**src/rtl/fetch_unit_if.sv**
```systemverilog
// fetch_unit_if: groups the fetch stage's three buses into one bundle.
//   redirect_valid/redirect_target : PC redirect from the branch generator
//   imem_req/imem_addr             : word fetch request (fetch -> memory)
//   imem_gnt/imem_rvalid/imem_rdata: accept strobe and response (memory -> fetch)
//   if_valid/if_pc/if_inst         : instruction presented to decode
//   if_ready                       : decode accepts the presented instruction
// master = the fetch unit's view, slave = the surrounding environment's view.
interface fetch_unit_if;
  logic        redirect_valid;
  logic [31:0] redirect_target;
  logic        imem_req;
  logic [31:0] imem_addr;
  logic        imem_gnt;
  logic        imem_rvalid;
  logic [31:0] imem_rdata;
  logic        if_valid;
  logic        if_ready;
  logic [31:0] if_pc;
  logic [31:0] if_inst;

  modport master (
    input  redirect_valid, redirect_target,
    output imem_req, imem_addr,
    input  imem_gnt, imem_rvalid, imem_rdata,
    output if_valid, if_pc, if_inst,
    input  if_ready
  );

  modport slave (
    output redirect_valid, redirect_target,
    input  imem_req, imem_addr,
    output imem_gnt, imem_rvalid, imem_rdata,
    input  if_valid, if_pc, if_inst,
    output if_ready
  );
endinterface

```
**src/rtl/fetch_unit.sv**
```systemverilog
// fetch_unit: instruction fetch stage. Owns the fetch PC, issues one word
// request at a time to instruction memory (req/gnt then rvalid), and presents
// {pc, inst} to decode with valid/ready. A redirect replaces the fetch PC and
// squashes whatever is in flight or held.
//   clk   : system clock, all state on rising edge
//   rst_n : asynchronous active-low reset
//   bus   : fetch_unit_if.master (redirect, imem, decode handshake)
module fetch_unit #(
  parameter logic [31:0] RESET_PC = 32'h0000_0000
) (
  input  logic         clk,
  input  logic         rst_n,
  fetch_unit_if.master bus
);

  typedef enum logic [1:0] {S_REQ, S_WAIT, S_OUT} state_t;

  localparam logic [31:0] RESET_PC_W = {RESET_PC[31:2], 2'b00};

  state_t      r_state,    w_state_nxt;
  logic [31:0] r_fetch_pc, w_fetch_pc_nxt;
  logic [31:0] r_req_pc,   w_req_pc_nxt;
  logic        r_discard,  w_discard_nxt;
  logic        r_if_valid, w_if_valid_nxt;
  logic [31:0] r_if_pc,    w_if_pc_nxt;
  logic [31:0] r_if_inst,  w_if_inst_nxt;
  // Holds imem_req low for the first cycle out of reset.
  logic        r_live;

  logic        w_req;
  logic        w_gnt;
  logic        w_redir;
  logic [31:0] w_tgt;
  logic [1:0]  w_unused_tgt_lo;

  assign w_redir         = bus.redirect_valid;
  assign w_tgt           = {bus.redirect_target[31:2], 2'b00};
  assign w_unused_tgt_lo = bus.redirect_target[1:0];
  assign w_req           = r_live && (r_state == S_REQ);
  // gnt only means something while we are requesting.
  assign w_gnt           = w_req && bus.imem_gnt;

  always_comb begin
    w_state_nxt    = r_state;
    w_fetch_pc_nxt = r_fetch_pc;
    w_req_pc_nxt   = r_req_pc;
    w_discard_nxt  = r_discard;
    w_if_valid_nxt = r_if_valid;
    w_if_pc_nxt    = r_if_pc;
    w_if_inst_nxt  = r_if_inst;
    case (r_state)
      S_REQ: begin
        if (w_gnt) begin
          w_state_nxt  = S_WAIT;
          w_req_pc_nxt = r_fetch_pc;
          // Request already left with the old address: drop its response.
          if (w_redir) w_discard_nxt = 1'b1;
        end
        if (w_redir) w_fetch_pc_nxt = w_tgt;
      end
      S_WAIT: begin
        if (bus.imem_rvalid) begin
          if (r_discard || w_redir) begin
            w_discard_nxt = 1'b0;
            w_state_nxt   = S_REQ;
          end else begin
            w_if_valid_nxt = 1'b1;
            w_if_pc_nxt    = r_req_pc;
            w_if_inst_nxt  = bus.imem_rdata;
            w_fetch_pc_nxt = r_req_pc + 32'd4;
            w_state_nxt    = S_OUT;
          end
        end else if (w_redir) begin
          w_discard_nxt = 1'b1;
        end
        // Latest redirect target always wins.
        if (w_redir) w_fetch_pc_nxt = w_tgt;
      end
      S_OUT: begin
        if (w_redir) begin
          w_if_valid_nxt = 1'b0;
          w_fetch_pc_nxt = w_tgt;
          w_state_nxt    = S_REQ;
        end else if (bus.if_ready) begin
          w_if_valid_nxt = 1'b0;
          w_state_nxt    = S_REQ;
        end
      end
      default: w_state_nxt = S_REQ;
    endcase
  end

  always_ff @(posedge clk or negedge rst_n) begin
    if (!rst_n) begin
      r_state    <= S_REQ;
      r_fetch_pc <= RESET_PC_W;
      r_req_pc   <= RESET_PC_W;
      r_discard  <= 1'b0;
      r_if_valid <= 1'b0;
      r_if_pc    <= 32'h0;
      r_if_inst  <= 32'h0;
      r_live     <= 1'b0;
    end else begin
      r_state    <= w_state_nxt;
      r_fetch_pc <= w_fetch_pc_nxt;
      r_req_pc   <= w_req_pc_nxt;
      r_discard  <= w_discard_nxt;
      r_if_valid <= w_if_valid_nxt;
      r_if_pc    <= w_if_pc_nxt;
      r_if_inst  <= w_if_inst_nxt;
      r_live     <= 1'b1;
    end
  end

  assign bus.imem_req  = w_req;
  assign bus.imem_addr = r_fetch_pc;
  assign bus.if_valid  = r_if_valid;
  assign bus.if_pc     = r_if_pc;
  assign bus.if_inst   = r_if_inst;

endmodule

```
**src/flat_wrapper.sv**
```systemverilog
// flat-port wrapper written by rule: the top's interface ports become plain ports
module fetch_unit_flat 
#(
  parameter logic [31:0] RESET_PC = 32'h0000_0000
)
  (clk, rst_n, bus_redirect_valid, bus_redirect_target, bus_imem_req, bus_imem_addr, bus_imem_gnt, bus_imem_rvalid, bus_imem_rdata, bus_if_valid, bus_if_pc, bus_if_inst, bus_if_ready);
  fetch_unit_if bus_i ();
  input  logic clk;
  input  logic rst_n;
  input wire logic [$bits(bus_i.redirect_valid)-1:0] bus_redirect_valid;
  input wire logic [$bits(bus_i.redirect_target)-1:0] bus_redirect_target;
  output wire logic [$bits(bus_i.imem_req)-1:0] bus_imem_req;
  output wire logic [$bits(bus_i.imem_addr)-1:0] bus_imem_addr;
  input wire logic [$bits(bus_i.imem_gnt)-1:0] bus_imem_gnt;
  input wire logic [$bits(bus_i.imem_rvalid)-1:0] bus_imem_rvalid;
  input wire logic [$bits(bus_i.imem_rdata)-1:0] bus_imem_rdata;
  output wire logic [$bits(bus_i.if_valid)-1:0] bus_if_valid;
  output wire logic [$bits(bus_i.if_pc)-1:0] bus_if_pc;
  output wire logic [$bits(bus_i.if_inst)-1:0] bus_if_inst;
  input wire logic [$bits(bus_i.if_ready)-1:0] bus_if_ready;
  assign bus_i.redirect_valid = bus_redirect_valid;
  assign bus_i.redirect_target = bus_redirect_target;
  assign bus_imem_req = bus_i.imem_req;
  assign bus_imem_addr = bus_i.imem_addr;
  assign bus_i.imem_gnt = bus_imem_gnt;
  assign bus_i.imem_rvalid = bus_imem_rvalid;
  assign bus_i.imem_rdata = bus_imem_rdata;
  assign bus_if_valid = bus_i.if_valid;
  assign bus_if_pc = bus_i.if_pc;
  assign bus_if_inst = bus_i.if_inst;
  assign bus_i.if_ready = bus_if_ready;
  fetch_unit #(.RESET_PC(RESET_PC)) u_core (.clk(clk), .rst_n(rst_n), .bus(bus_i));
endmodule
```
**config.mk**
```make
export PLATFORM = sky130hd
export DESIGN_NAME = fetch_unit_flat
export DESIGN_NICKNAME = d
export VERILOG_FILES = /design/src/rtl/fetch_unit_if.sv /design/src/rtl/fetch_unit.sv /design/src/flat_wrapper.sv
export SDC_FILE = /design/constraint.sdc
export NUM_CORES = 1
export LEC_CHECK = 0
export CAP_MARGIN = 20
export CORE_AREA = 3 3 112 114
export DETAILED_ROUTE_END_ITERATION = 7
export DIE_AREA = 0 0 115 117
export HOLD_SLACK_MARGIN = 0.03
export PLACE_DENSITY = 0.89
export SLEW_MARGIN = 20
export SYNTH_ARGS = -nofsm -noshare
export SYNTH_HDL_FRONTEND = slang
export SYNTH_SLANG_ARGS = --single-unit
```
**constraint.sdc**
```tcl
create_clock -name clk -period 3 [get_ports clk]
set_clock_uncertainty 0.15 [all_clocks]
set_input_delay 0.75 -clock clk [delete_from_list [all_inputs] [get_ports clk]]
set_output_delay 0.75 -clock clk [all_outputs]
set_load 0.1 [all_outputs]
```
**Word level (Yosys, flattened, before mapping)**

Index checks and enable logic that the tools add are counted.

- Logic and storage cells: 55
- Input bits: 70
- Bits in registers: 133
- Output and inout bits: 98

- Equal/unequal tests: 10
- Bitwise gates (word level): 1
- Reduce and logical (&&, ||, !) cells: 14
- Muxes and demuxes: 21
- Add/sub/neg operators: 1

Operators with widths:

| cell | count |
|---|---|
| $mux W32 | 4 |
| $pmux W32 S2 | 1 |
| $add A32 B3 Y32 const B | 1 |
| $mux W2 | 5 |
| $ne A3 B3 Y1 const B | 3 |
| $reduce_and A3 Y1 | 3 |
| $mux W1 | 8 |
| $reduce_and A4 Y1 | 2 |
| $pmux W2 S3 | 1 |
| $reduce_bool A2 Y1 | 3 |
| $ne A2 B1 Y1 const B | 2 |
| $ne A2 B2 Y1 const B | 2 |
| $pmux W1 S2 | 2 |
| $ne A3 B2 Y1 const B | 1 |
| $eq A2 B1 Y1 const B | 1 |
| $eq A2 B2 Y1 const B | 1 |
| $logic_and A1 B1 Y1 | 2 |
| $logic_not A2 Y1 | 1 |
| $reduce_and A2 Y1 | 1 |
| $reduce_or A2 Y1 | 1 |
| $logic_or A1 B1 Y1 | 1 |
| $not A1 Y1 | 1 |

**Depth between registers and ports, before layout**

- Depth in word-level cells: 5
- Mapped depth: 7
- Depth with buffers taken out: 6

**Least setup slack after synthesis**

Ideal clock, no wire load.

- Path type: register -> register
- From: register u_core.r_state[0]
- To: register u_core.r_req_pc[11]
- Cell stages (with the launch flop): 7
- Clock period less this slack: 4.050 ns
- Arrival time: 3.772 ns
- Setup slack: -1.050 ns
- Path through: dfrtp_1 buf_2 nor3b_1 and2_1 buf_2 buf_4 mux2_1

- Word-level cells in the longest chain between the ends: 4

Ends and longest elaborated chain:

| item | RTL line | text |
|---|---|---|
| from (decl) | fetch_unit.sv:20 | `state_t r_state, w_state_nxt;` |
| from (signal assigned) | fetch_unit.sv:104 | `r_state <= w_state_nxt;` |
| $logic_not A2 Y1 | fetch_unit.sv:39 | `assign w_req = r_live && (r_state == S_REQ);` |
| $logic_and A1 B1 Y1 | fetch_unit.sv:39 |  |
| via bus_imem_req | flat_wrapper.sv:12 | `output wire logic [$bits(bus_i.imem_req)-1:0] bus_imem_req;` |
| $logic_and A1 B1 Y1 | fetch_unit.sv:41 | `assign w_gnt = w_req && bus.imem_gnt;` |
| $reduce_and A2 Y1 (no source line) | - |  |
| to (signal assigned) | fetch_unit.sv:106 | `r_req_pc <= w_req_pc_nxt;` |
| to (decl) | fetch_unit.sv:22 | `logic [31:0] r_req_pc, w_req_pc_nxt;` |

The timed path passes the listed nets, and every way through them passes these cells.
A chain may end at the register's enable or synchronous reset.

**Worst setup path after layout**

- From: register u_core.r_state[0]
- To: output port bus_imem_req

- Word-level cells in the longest chain between the ends: 2

Ends and longest elaborated chain:

| item | RTL line |
|---|---|
| $logic_not A2 Y1 | fetch_unit.sv:39 |
| $logic_and A1 B1 Y1 | fetch_unit.sv:39 |
| to (decl) | flat_wrapper.sv:12 |

No other way between the ends.

==> results.sh <==
export IMPL_outcome="completed"
export IMPL_hold_class="input port to async pin"
export IMPL_synthMuxAreaShare=0.1808
export IMPL_tightest_slew_ns=0.6259
export IMPL_maxCapViolations=0
export IMPL_die_area_um2=13460
export IMPL_final_min_clock_period_ns=2.333
export IMPL_worstPathMaxFanout=11
export IMPL_dr_pass1_iters=5
export IMPL_start_util=0.5030
export IMPL_drv_slew=0
export IMPL_cp_arrival_ns=1.43
export IMPL_syn_inst=470
export IMPL_cts_tree="built"
export IMPL_grt_overflow=0
export IMPL_whs_ns=0.2121
export IMPL_cp_start_kind="flip-flop"
export IMPL_synth_cell_types=40
export IMPL_antenna_cells=0
export IMPL_synth_compound_area_frac=0.06177
export IMPL_syn_avg_cell_area_um2=12.33
export IMPL_routed_via_count=4370
export IMPL_antenna_found_initial=0
export IMPL_path_clk_slew_ns=0.06
export IMPL_cts_hold_buf=0
export IMPL_preCtsSetupSlack_ns=0.3346
export IMPL_hpwl_um=10290
export IMPL_ys_warn_count=0
export IMPL_h_tree_depth=4
export IMPL_drive_above_1_share=0.2412
export IMPL_synth_top_family_by_area="multiplexers"
export IMPL_grt_pass1_vias=4665
export IMPL_grt_pass1_wl_um=23890
export IMPL_grt_total_usage=0.2312
export IMPL_hold_viol=0
export IMPL_syn_area_um2=5793
export IMPL_synth_xor_area_frac=0.04233
export IMPL_fmax_ghz=0.4286
export IMPL_synth_top_flop_cell="dfrtp_1"
export IMPL_clk_latency_ns=0.41
export IMPL_area_growth_pct=39.09
export IMPL_cts_sinks=133
export IMPL_clock_path_buffers=2
export IMPL_fp_dieH_um=117
export IMPL_rsz0062_at_grt="false"
export IMPL_final_nets=709
export IMPL_core_area_um2=11520
export IMPL_wl_um=14790
export IMPL_cts_buffers_inserted=17
export IMPL_io_pins=168
export IMPL_gp_congestion=0.8268
export IMPL_setup_viol=0
export IMPL_worstSetupPathType="flip-flop to primary output"
export IMPL_ant_nets=0
export IMPL_crit_required_ns=2.10
export IMPL_remaining_drc_errors=0
export IMPL_yosysSeqAreaShare=0.5745
export IMPL_grt_start_max_net_pins=65
export IMPL_rows=39
export IMPL_synth_seq_cells=133
export IMPL_synth_simple_area_share=0.1117
export IMPL_timing_slew_headroom=0.5827
export IMPL_setup_ws_ns=0.6670
export IMPL_syn_nets=541
export IMPL_root_buffer="clkbuf_16"
export IMPL_fin_tns_setup_ns=0
export IMPL_rr_worst_depth=6
export IMPL_via_per_inst=5.504
export IMPL_drt_iter0_markers=238
export IMPL_post_cts_buffers=0
export IMPL_cp_end_kind="primary output"
export IMPL_synth_edff_count=0
export IMPL_detail_route_wl_per_cell_um=18.63
export IMPL_ctsResizeCount=0
export IMPL_synth_fa_ha_area_frac=0.002160
export IMPL_final_period_utilization=0.7777
export IMPL_io_buffers=165
export IMPL_dieWidth_um=115
export IMPL_async_reset_ff_frac=1.000
## per-stage QoR
stage                     instances  utilization  area [um^2]
after floorplan                 470            -         5798
after global placement          762       0.6416         7388
after detailed placement        762       0.6416         7388
after CTS                       794       0.6997         8058
after global routing            794       0.6997         8058
final                           794       0.6997         8058
## state kept, by name, summed over array words and instances (netlist names)
| name | count |
|---|---|
| u_core.r_live | 1 |
| u_core.bus.if_valid | 1 |
| u_core.r_discard | 1 |
| u_core.r_state | 2 |
| u_core.bus.if_pc | 32 |
| u_core.bus.if_inst | 32 |
| u_core.r_req_pc | 32 |
| u_core.bus.imem_addr | 32 |
## final cells by class
| cell class | count | area [um^2] |
|---|---|---|
| Fill cell | 814 | 3458 |
| Sequential cell | 133 | 3328 |
| Multi-Input combinational cell | 307 | 2337 |
| Timing Repair Buffer | 175 | 1529 |
| Clock buffer | 24 | 501.7 |
| Tap cell | 143 | 178.9 |
| Clock inverter | 8 | 167.7 |
| Inverter | 4 | 15.01 |
## cell usage in the layout (no fill, tap or decap), types with 2 or more instances in the layout
cell / synthesis / routed
dfrtp_1: 133 / 133
buf_4: 4 / 105
mux2_1: 88 / 88
clkdlybuf4s50_1: 0 / 66
nand2_1: 41 / 40
nand3_1: 25 / 25
nor2_1: 23 / 22
xor2_1: 20 / 20
clkbuf_16: 0 / 17
o211ai_1: 14 / 14
nand4_1: 10 / 10
a21oi_1: 10 / 10
o21ai_1: 9 / 9
nor3_1: 8 / 8
xnor2_1: 8 / 8
o21ai_0: 8 / 8
nor4_1: 6 / 6
mux2_2: 5 / 5
clkbuf_8: 0 / 5
bufinv_16: 0 / 5
inv_1: 4 / 4
buf_12: 0 / 4
a211oi_2: 3 / 3
o22ai_1: 3 / 3
nand2b_1: 2 / 2
and4_1: 2 / 2
and2_1: 3 / 2
nor2b_1: 2 / 2
nand3_2: 2 / 2
a31oi_1: 2 / 2
a22o_1: 2 / 2
clkbuf_1: 8 / 2
clkinv_2: 0 / 2
## final timing paths
| check | slack (ns) | from | to |
|---|---|---|---|
| worst max-delay path | 0.67 | u_core.r_state[0] | bus_imem_req |
| worst min-delay path | 0.21 | rst_n | u_core.bus.if_inst[11] |
| worst max register to register | 0.92 | u_core.r_req_pc[2] | u_core.bus.imem_addr[18] |
| worst min register to register | 0.34 | u_core.bus.if_pc[22] | u_core.bus.if_pc[22] |
| max in group asynchronous | 1.71 | rst_n | u_core.bus.imem_addr[26] |
| min in group clk | 0.34 | u_core.bus.if_pc[22] | u_core.bus.if_pc[22] |
## metal layers
metal,track usage,wire (um),up-vias,part of all wire
li1,-,-,2009,-
met3,0.05141,739,30,0.050
met5,0,0,-,0
met1,0.2693,5841,2185,0.39
met4,0.1049,392,0,0.027
met2,0.4090,7817,146,0.53
## critical path, cell delays in order (launching register included)
cell and delay (ns):
dfrtp_1 0.48, nor3b_2 0.22, buf_4 0.32
## cell usage after synthesis (3+ instances only)
master / n / share of area
and2_1: 3 / 0.0032
nor2_1: 23 / 0.015
a21oi_1: 10 / 0.0086
o211ai_1: 14 / 0.018
mux2_2: 5 / 0.0097
nand2_1: 41 / 0.027
nand3_1: 25 / 0.022
xnor2_1: 8 / 0.012
buf_2: 13 / 0.011
mux2_1: 88 / 0.17
a211oi_2: 3 / 0.0065
inv_1: 4 / 0.0026
nor4_1: 6 / 0.0065
buf_4: 4 / 0.0052
dfrtp_1: 133 / 0.57
xor2_1: 20 / 0.030
clkbuf_1: 8 / 0.0052
o21ai_0: 8 / 0.0069
nand4_1: 10 / 0.011
o22ai_1: 3 / 0.0032
nor3_1: 8 / 0.0069
o21ai_1: 9 / 0.0078
## cells by family after synthesis
family / count (synthesis)
fa+ha+maj: 1
compound gates: 55
flops: 133
xor+xnor: 28
other cells: 1
buf+inv: 30
mux: 93
simple gates: 129
Power is left out: the tool's default activity adds up to more than one toggle a clock period on the data nets, which glitch-free logic cannot reach.
